## src/rtl/id_ex_stage.sv

```systemverilog
// ID/EX pipeline register in front of the 32-bit ALU.
// Captures decoded operands and control once per clock. It detects load-use
// hazards and inserts a bubble on a stall or a branch flush. It also forwards
// EX/MEM and MEM/WB results so that the ALU sees final operands.
module id_ex_stage #(
   parameter int WIDTH  = 32,
   parameter int RADDR  = 5,
   parameter int FWD_EN = 1
) (
   input  logic             i_clk,
   input  logic             i_reset,          // active-low, asynchronous
   input  logic             i_flush,
   input  logic             i_id_valid,
   input  logic [RADDR-1:0] i_id_rs,
   input  logic [RADDR-1:0] i_id_rt,
   input  logic [RADDR-1:0] i_id_rd,
   input  logic [WIDTH-1:0] i_id_rs_data,
   input  logic [WIDTH-1:0] i_id_rt_data,
   input  logic [WIDTH-1:0] i_id_imm,
   input  logic [3:0]       i_id_alu_control,
   input  logic [4:0]       i_id_shamt,
   input  logic [5:0]       i_id_ctrl,        // {branch, reg_dst, alu_src, mem_write, mem_read, reg_write}
   input  logic             i_exmem_reg_write,
   input  logic [RADDR-1:0] i_exmem_rd,
   input  logic [WIDTH-1:0] i_exmem_result,
   input  logic             i_memwb_reg_write,
   input  logic [RADDR-1:0] i_memwb_rd,
   input  logic [WIDTH-1:0] i_memwb_result,
   output logic             o_stall,
   output logic             o_ex_valid,
   output logic [WIDTH-1:0] o_ex_data1,
   output logic [WIDTH-1:0] o_ex_data2,
   output logic [WIDTH-1:0] o_ex_store_data,
   output logic [3:0]       o_ex_alu_control,
   output logic [4:0]       o_ex_shamt,
   output logic [RADDR-1:0] o_ex_dest,
   output logic [5:0]       o_ex_ctrl
);

   localparam int CTRL_REG_DST  = 4;
   localparam int CTRL_ALU_SRC  = 3;
   localparam int CTRL_MEM_READ = 1;

   // When FWD_EN is 0, both the EX-side forwarding and the decode bypass are
   // disabled. Every operand then comes straight from the register-file read.
   localparam logic FWD_ON = (FWD_EN != 0);

   logic             r_valid;
   logic [5:0]       r_ctrl;
   logic [3:0]       r_alu_control;
   logic [4:0]       r_shamt;
   logic [RADDR-1:0] r_dest;
   logic [RADDR-1:0] r_rs;
   logic [RADDR-1:0] r_rt;
   logic [WIDTH-1:0] r_rs_data;
   logic [WIDTH-1:0] r_rt_data;
   logic [WIDTH-1:0] r_imm;

   logic             w_hazard;
   logic             w_stall;
   logic             w_bubble;
   logic             w_byp_rs;
   logic             w_byp_rt;
   logic [WIDTH-1:0] w_cap_rs_data;
   logic [WIDTH-1:0] w_cap_rt_data;
   logic [RADDR-1:0] w_cap_dest;
   logic             w_exmem_hit_a;
   logic             w_exmem_hit_b;
   logic             w_memwb_hit_a;
   logic             w_memwb_hit_b;
   logic [WIDTH-1:0] w_fwd_a;
   logic [WIDTH-1:0] w_fwd_b;

   // A load in EX whose destination is read by decode must hold decode for
   // one cycle. A flush overrides the stall because that instruction is squashed anyway.
   assign w_hazard = r_valid & r_ctrl[CTRL_MEM_READ] & (r_dest != '0) & i_id_valid &
                     ((r_dest == i_id_rs) | (r_dest == i_id_rt));
   assign w_stall  = i_reset & w_hazard & ~i_flush;
   assign o_stall  = w_stall;
   assign w_bubble = i_flush | w_stall;

   // The decode bypass covers a register-file write and read in the same cycle.
   assign w_byp_rs = FWD_ON & i_memwb_reg_write & (i_memwb_rd != '0) & (i_memwb_rd == i_id_rs);
   assign w_byp_rt = FWD_ON & i_memwb_reg_write & (i_memwb_rd != '0) & (i_memwb_rd == i_id_rt);
   assign w_cap_rs_data = w_byp_rs ? i_memwb_result : i_id_rs_data;
   assign w_cap_rt_data = w_byp_rt ? i_memwb_result : i_id_rt_data;
   assign w_cap_dest    = i_id_ctrl[CTRL_REG_DST] ? i_id_rd : i_id_rt;

   // Pipeline register: clear on reset, load a bubble on flush or stall, otherwise capture decode.
   always_ff @(posedge i_clk or negedge i_reset) begin
      if (!i_reset) begin
         r_valid       <= 1'b0;
         r_ctrl        <= '0;
         r_alu_control <= '0;
         r_shamt       <= '0;
         r_dest        <= '0;
         r_rs          <= '0;
         r_rt          <= '0;
         r_rs_data     <= '0;
         r_rt_data     <= '0;
         r_imm         <= '0;
      end else if (w_bubble) begin
         r_valid       <= 1'b0;
         r_ctrl        <= '0;
         r_alu_control <= '0;
         r_shamt       <= '0;
         r_dest        <= '0;
         r_rs          <= '0;
         r_rt          <= '0;
         r_rs_data     <= '0;
         r_rt_data     <= '0;
         r_imm         <= '0;
      end else begin
         r_valid       <= i_id_valid;
         r_ctrl        <= i_id_ctrl;
         r_alu_control <= i_id_alu_control;
         r_shamt       <= i_id_shamt;
         r_dest        <= w_cap_dest;
         r_rs          <= i_id_rs;
         r_rt          <= i_id_rt;
         r_rs_data     <= w_cap_rs_data;
         r_rt_data     <= w_cap_rt_data;
         r_imm         <= i_id_imm;
      end
   end

   assign w_exmem_hit_a = FWD_ON & i_exmem_reg_write & (i_exmem_rd != '0) & (i_exmem_rd == r_rs);
   assign w_exmem_hit_b = FWD_ON & i_exmem_reg_write & (i_exmem_rd != '0) & (i_exmem_rd == r_rt);
   assign w_memwb_hit_a = FWD_ON & i_memwb_reg_write & (i_memwb_rd != '0) & (i_memwb_rd == r_rs);
   assign w_memwb_hit_b = FWD_ON & i_memwb_reg_write & (i_memwb_rd != '0) & (i_memwb_rd == r_rt);

   // Operand forwarding: the younger EX/MEM result takes priority over MEM/WB.
   always_comb begin
      w_fwd_a = r_rs_data;
      w_fwd_b = r_rt_data;
      if (w_exmem_hit_a)      w_fwd_a = i_exmem_result;
      else if (w_memwb_hit_a) w_fwd_a = i_memwb_result;
      if (w_exmem_hit_b)      w_fwd_b = i_exmem_result;
      else if (w_memwb_hit_b) w_fwd_b = i_memwb_result;
   end

   assign o_ex_valid       = r_valid;
   assign o_ex_ctrl        = r_ctrl;
   assign o_ex_alu_control = r_alu_control;
   assign o_ex_shamt       = r_shamt;
   assign o_ex_dest        = r_dest;
   assign o_ex_data1       = w_fwd_a;
   assign o_ex_data2       = r_ctrl[CTRL_ALU_SRC] ? r_imm : w_fwd_b;
   assign o_ex_store_data  = w_fwd_b;

endmodule
```

## config.mk

```make
export PLATFORM = sky130hd
export DESIGN_NAME = id_ex_stage
export DESIGN_NICKNAME = d
export VERILOG_FILES = /design/src/rtl/id_ex_stage.sv
export SDC_FILE = /design/constraint.sdc
export NUM_CORES = 1
export LEC_CHECK = 0
export CORE_ASPECT_RATIO = 0.75
export CORE_MARGIN = 5
export CORE_UTILIZATION = 47
export DETAILED_ROUTE_END_ITERATION = 10
export PLACE_DENSITY = 0.87
export RECOVER_POWER = 25
export SETUP_SLACK_MARGIN = 0.4
export SLEW_MARGIN = 15
export SYNTH_ARGS = -nofsm -noshare
export SYNTH_HDL_FRONTEND = slang
export SYNTH_SLANG_ARGS = --single-unit
```

## constraint.sdc

```tcl
create_clock -name i_clk -period 6 [get_ports i_clk]
set_input_delay 1.2 -clock i_clk [delete_from_list [all_inputs] [get_ports i_clk]]
set_output_delay 1.2 -clock i_clk [all_outputs]
set_load 0.03 [all_outputs]
```

; ---- Word level (Yosys, flattened, before mapping)
; Index checks and enable logic that the tools add are counted.
[totals]
regBits = 127
in_bits = 206
out_inout_bits = 118
wordCells = 56
[op_classes]
n_eq_ne = 8
n_mux = 18
bitwise = 17
n_reduce_logical = 3
[op_table]
columns = op, count
row1 = $mux W32, 10
row2 = $eq A5 B5 Y1, 8
row3 = $mux W5, 5
row4 = $reduce_bool A5 Y1, 3
row5 = $and A1 B1 Y1, 14
row6 = $mux W6, 1
row7 = $mux W4, 1
row8 = $or A1 B1 Y1, 2
row9 = $mux W1, 1
row10 = $not A1 Y1, 1

; ---- Depth between registers and ports, before layout
[logic_depth]
depth_word = 8
mapped_depth = 8
ltp_nobuf = 5

; ---- Worst setup path after synthesis
; Ideal clock, no wire load.
[synth_path]
path_type = input to output
start = input port i_memwb_rd[0]
end = output port o_ex_data2[10]
arrival_time_ns = 3.393
required_ns = 4.800
setup_slack_ns = 1.407
stages = 7
path_buffers = 2
path_cell_list = buf_2 -> or4_4 -> nor2_2 -> buf_2 -> o31ai_2 -> a31oi_1 -> mux2_2
[synth_between]
elab_chain_len = 6
elab_cells_between_ends = 7
cone_classes = eq/ne: 1 / mux: 3 / bitwise: 2 / reduce/logical: 1
[synth_lines]
columns = element, line
row1 = start: declaration, 27  ; input logic [RADDR-1:0] i_memwb_rd,
row2 = $reduce_bool A5 Y1, 130  ; assign w_memwb_hit_b = FWD_ON & i_memwb_reg_write & (i_memwb_rd != '0) & (i_memwb_rd == r_rt);
row3 = $and A1 B1 Y1, 130
row4 = $and A1 B1 Y1 (*), 130
row5 = $mux W32 (*), 139  ; else if (w_memwb_hit_b) w_fwd_b = i_memwb_result;
row6 = $mux W32 (*), 138  ; if (w_exmem_hit_b) w_fwd_b = i_exmem_result;
row7 = net o_ex_store_data[10], 33  ; output logic [WIDTH-1:0] o_ex_store_data,
row8 = $mux W32 (*), 148  ; assign o_ex_data2 = r_ctrl[CTRL_ALU_SRC] ? r_imm : w_fwd_b;
row9 = end: declaration, 32  ; output logic [WIDTH-1:0] o_ex_data2,
; Mark *: on every way through the listed nets, which the timed path passes. The rest lies on a longest branch.

; ---- Worst setup path in the final report
[layout_path]
start = input port i_memwb_rd[4]
end = output port o_ex_data2[23]
[layout_between]
elab_chain_len = 6
elab_cells_between_ends = 7
cone_classes = eq/ne: 1 / mux: 3 / bitwise: 2 / reduce/logical: 1
[layout_lines]
columns = element, line
row1 = $reduce_bool A5 Y1, 130
row2 = $and A1 B1 Y1, 130
row3 = $and A1 B1 Y1 (*), 130
row4 = $mux W32 (*), 139
row5 = $mux W32 (*), 138
row6 = $mux W32 (*), 148
; Every way passes the cells marked *; elsewhere a longest branch is shown, timed or not.

==> key figures <==
Status
  • Outcome: complete, but fails checks
  • Failing checks: max-capacitance violations, max-slew violations

Power and ir drop
  • Reg power frac: 31.9%
  • Switching power: 0.000834 W
  • Internal power component: 0.00208 W
  • Power after layout: 0.00291 W
  • Switching Share: 28.6%
  • Power Dens Cells: 246 nW/um2
  • Combinational cell fraction of total power: 24.9%
  • Worst vdd ir: 0.187 mV
  • Clock share of power: 43.2%
  • Lkg Pwr: 4.72 nW

Detailed routing
  • Routed WL: 29700 um
  • WL per Instance: 22.7 um
  • Drc violations: 0
  • Vias: 7705
  • Router iterations before antenna repair: 7
  • DRT iter0 DRCs: 876
  • Final ANT Viol Nets: 0
  • Via density per instance: 5.88

Cells and area
  • ANT cells: 0
  • Area grow syn2layout: 55.7%
  • Final core utilization: 74.2%
  • Share of cells above drive strength 1: 12.7%
  • Final #Nets: 1293
  • Final Non-Filler Cells: 1310

CTS
  • CTS Buf Count: 17
  • CTS sink cnt: 127
  • Worst-Skew Late Latency: 0.43 ns
  • CTS tree: done
  • Worst-path clk slew: 0.06 ns
  • H-tree Lvls: 4
  • Clock buffer depth: 2
  • Clk root buf: clkbuf_16
  • Cts hold-fix bufs: 0

Timing
  • Final period util: 92.3%
  • Max Fclk: 180 MHz
  • Fin crit period: 5.54 ns
  • Slew HR: -120%
  • Tightest Pin Transition: 3.31 ns
  • Final Setup Violations: 0
  • Final Hold Viols: 0
  • RSZ-0062 raised after global routing: no
  • Skew final: 0.0110 ns
  • Fin. max-slew vios: 112
  • WHS: 1.03 ns
  • Setup TNS: 0 ns

Die
  • Die H: 120 um
  • Die area: 18900 um2
  • Top-Level Pins: 324
  • Cell Rows: 40
  • Initial Util: 47.6%
  • Die W: 157 um
  • Core area: 16000 um2

Synthesis
  • Synthesized area per cell: 9.58 um2
  • Top-count cell post-synth: dfrtp_1
  • YS warnings: 0
  • FFs w/ async S/R, synth: 100%
  • Post-synth EDFFs: 0
  • Register area share after synthesis: 41.8%
  • Leading area contributor after synthesis: dfrtp_1
  • Synth top area share: 41.8%
  • Syn Inst Count: 794
  • Post-synthesis register bit count: 127
  • Top cells by area, synth: dfrtp_1, mux2i_1, nor2_1
  • Syn Std Cell Area: 7610 um2
  • Most used DFF post-synth: dfrtp_1
  • Synth unique cells: 35
  • Synthesized Nets: 1000
  • Commonest cells in the netlist: dfrtp_1, nor2_1, mux2i_1, and2_1, clkbuf_1

Run
  • Max-cap viol count: 2

Place
  • Placed Cells: 1274
  • Port buffer count: 323
  • DP HPWL: 20900 um
  • Placer congestion estimate: 0.924

GRT
  • Largest net degree at the start of global routing: 59
  • First-pass GRT wire length: 44500 um
  • Total gr overflow: 0
  • Initial antenna violation count: 0
  • GRT Total Usage: 30.5%
  • Vias in the first global route: 7817

Worst hold path
  • Hold/Removal Path Class: in -> async

Worst setup path
  • CP Max Fanout: 21
  • Crit end category: output port
  • WP data required: 4.80 ns
  • Critical Path AT: 4.34 ns
  • Crit start category: input pin
  • Critical path class: in -> out
-- final timing paths --
kind	from	cells past startpoint	slack, ns	end
worst max-delay path	i_memwb_rd[4]	8	0.46	o_ex_data2[23]
worst min-delay path	i_reset	1	1.03	r_imm[6]$_DFF_PN0_
worst max register to register	o_ex_dest[2]$_DFF_PN0_	6	3.43	r_rt_data[6]$_DFF_PN0_
worst min register to register	o_ex_dest[0]$_DFF_PN0_	3	1.28	o_ex_dest[0]$_DFF_PN0_
max in group asynchronous	i_reset	2	1.22	r_rs_data[14]$_DFF_PN0_
min in group i_clk	o_ex_dest[0]$_DFF_PN0_	3	1.28	o_ex_dest[0]$_DFF_PN0_
-- final cells by class --
class | instances | area [um2]
clock inverters | 13 | 256
flip-flops and latches | 127 | 3180
repair buffers | 352 | 3480
multi-input cells | 589 | 4220
fillers | 1121 | 4120
clock buffers | 19 | 453
well taps | 210 | 263
-- cell usage in the layout, fill, tap and decap left out, types with 2 or more instances in the layout --
cell type        instances
clkbuf_8                 2
nor3_1                  35
nor4_4                   2
nand3_1                 35
or4_1                    2
o31ai_2                 30
o31ai_1                  2
clkinvlp_4               2
o21ai_1                  2
xor2_2                   2
dfrtp_1                127
inv_6                    2
clkbuf_16               17
xnor2_1                 18
and2_1                  58
dlymetal6s2s_1          11
xor2_1                  19
bufinv_16                7
nor4_1                  32
mux2_2                  31
clkbuf_1                 3
clkdlybuf4s50_1        307
a31oi_1                 32
mux2i_1                101
a21oi_1                 32
nor2_1                 103
nor2_4                   2
nand4_1                  2
buf_12                   2
xor2_4                   3
dlygate4sd2_1            2
nand2_1                 32
buf_4                   26
-- flip-flops by register name, summed over array words and instances (netlist names) --
signal and count:
r_rs_data 32, r_imm 32, o_ex_valid 1, o_ex_alu_control 4, o_ex_shamt 5, r_rs 5
r_rt 5, o_ex_dest 5, o_ex_ctrl 6, r_rt_data 32
-- metal layers --
metal / GRT usage [%] / vias to the layer above / wire length (um)
met5: 0 / - / 0
met1: 38.1 / 3752 / 11400
met2: 50.6 / 493 / 14300
met3: 8.84 / 72 / 3200
li1: - / 3388 / -
met4: 10.7 / 0 / 846
-- timing repair --
item                                    4_1_cts  5_1_grt
pin swaps                                     2        1
cloned                                        2        0
endpoints found under the setup margin       28       12
gates resized for setup                       3       12
setup buffers                                 0        2
-- power groups by stage --
stage	sequential (W)	clock (W)	combinational (W)
finish	0.000928	0.00126	0.000725
global route	0.000931	0.00130	0.000765
CTS	0.000927	0.00127	0.000723
detailed placement	0.000941	0	0.000714
global placement	0.000939	0	0.000702
floorplan	0.000948	0	0.000337
-- metrics by stage --
stage                     setup WS (ns)  instance area [um2]
after floorplan                    1.41                 7610
after global placement            0.351                11100
after detailed placement          0.266                11100
after CTS                         0.410                11800
after global routing              0.377                11800
final                             0.459                11800
-- logic make-up after synthesis --
group	synth area share, %
flip-flops	41.8
multiplexers	18.0
XOR/XNOR	4.61
AO/OA/AOI/OAI	10.6
AND/OR/NAND/NOR	20.3
buffers and inverters	4.74
-- worst max-delay path, stage by stage --
cell	delay, ns
clkdlybuf4s50_1	0.59
xor2_1	0.28
or4b_2	0.73
buf_4	0.28
o31ai_2	0.21
a31oi_1	0.13
mux2_2	0.30
clkdlybuf4s50_1	0.60
Power figures use the tool's default switching activity.
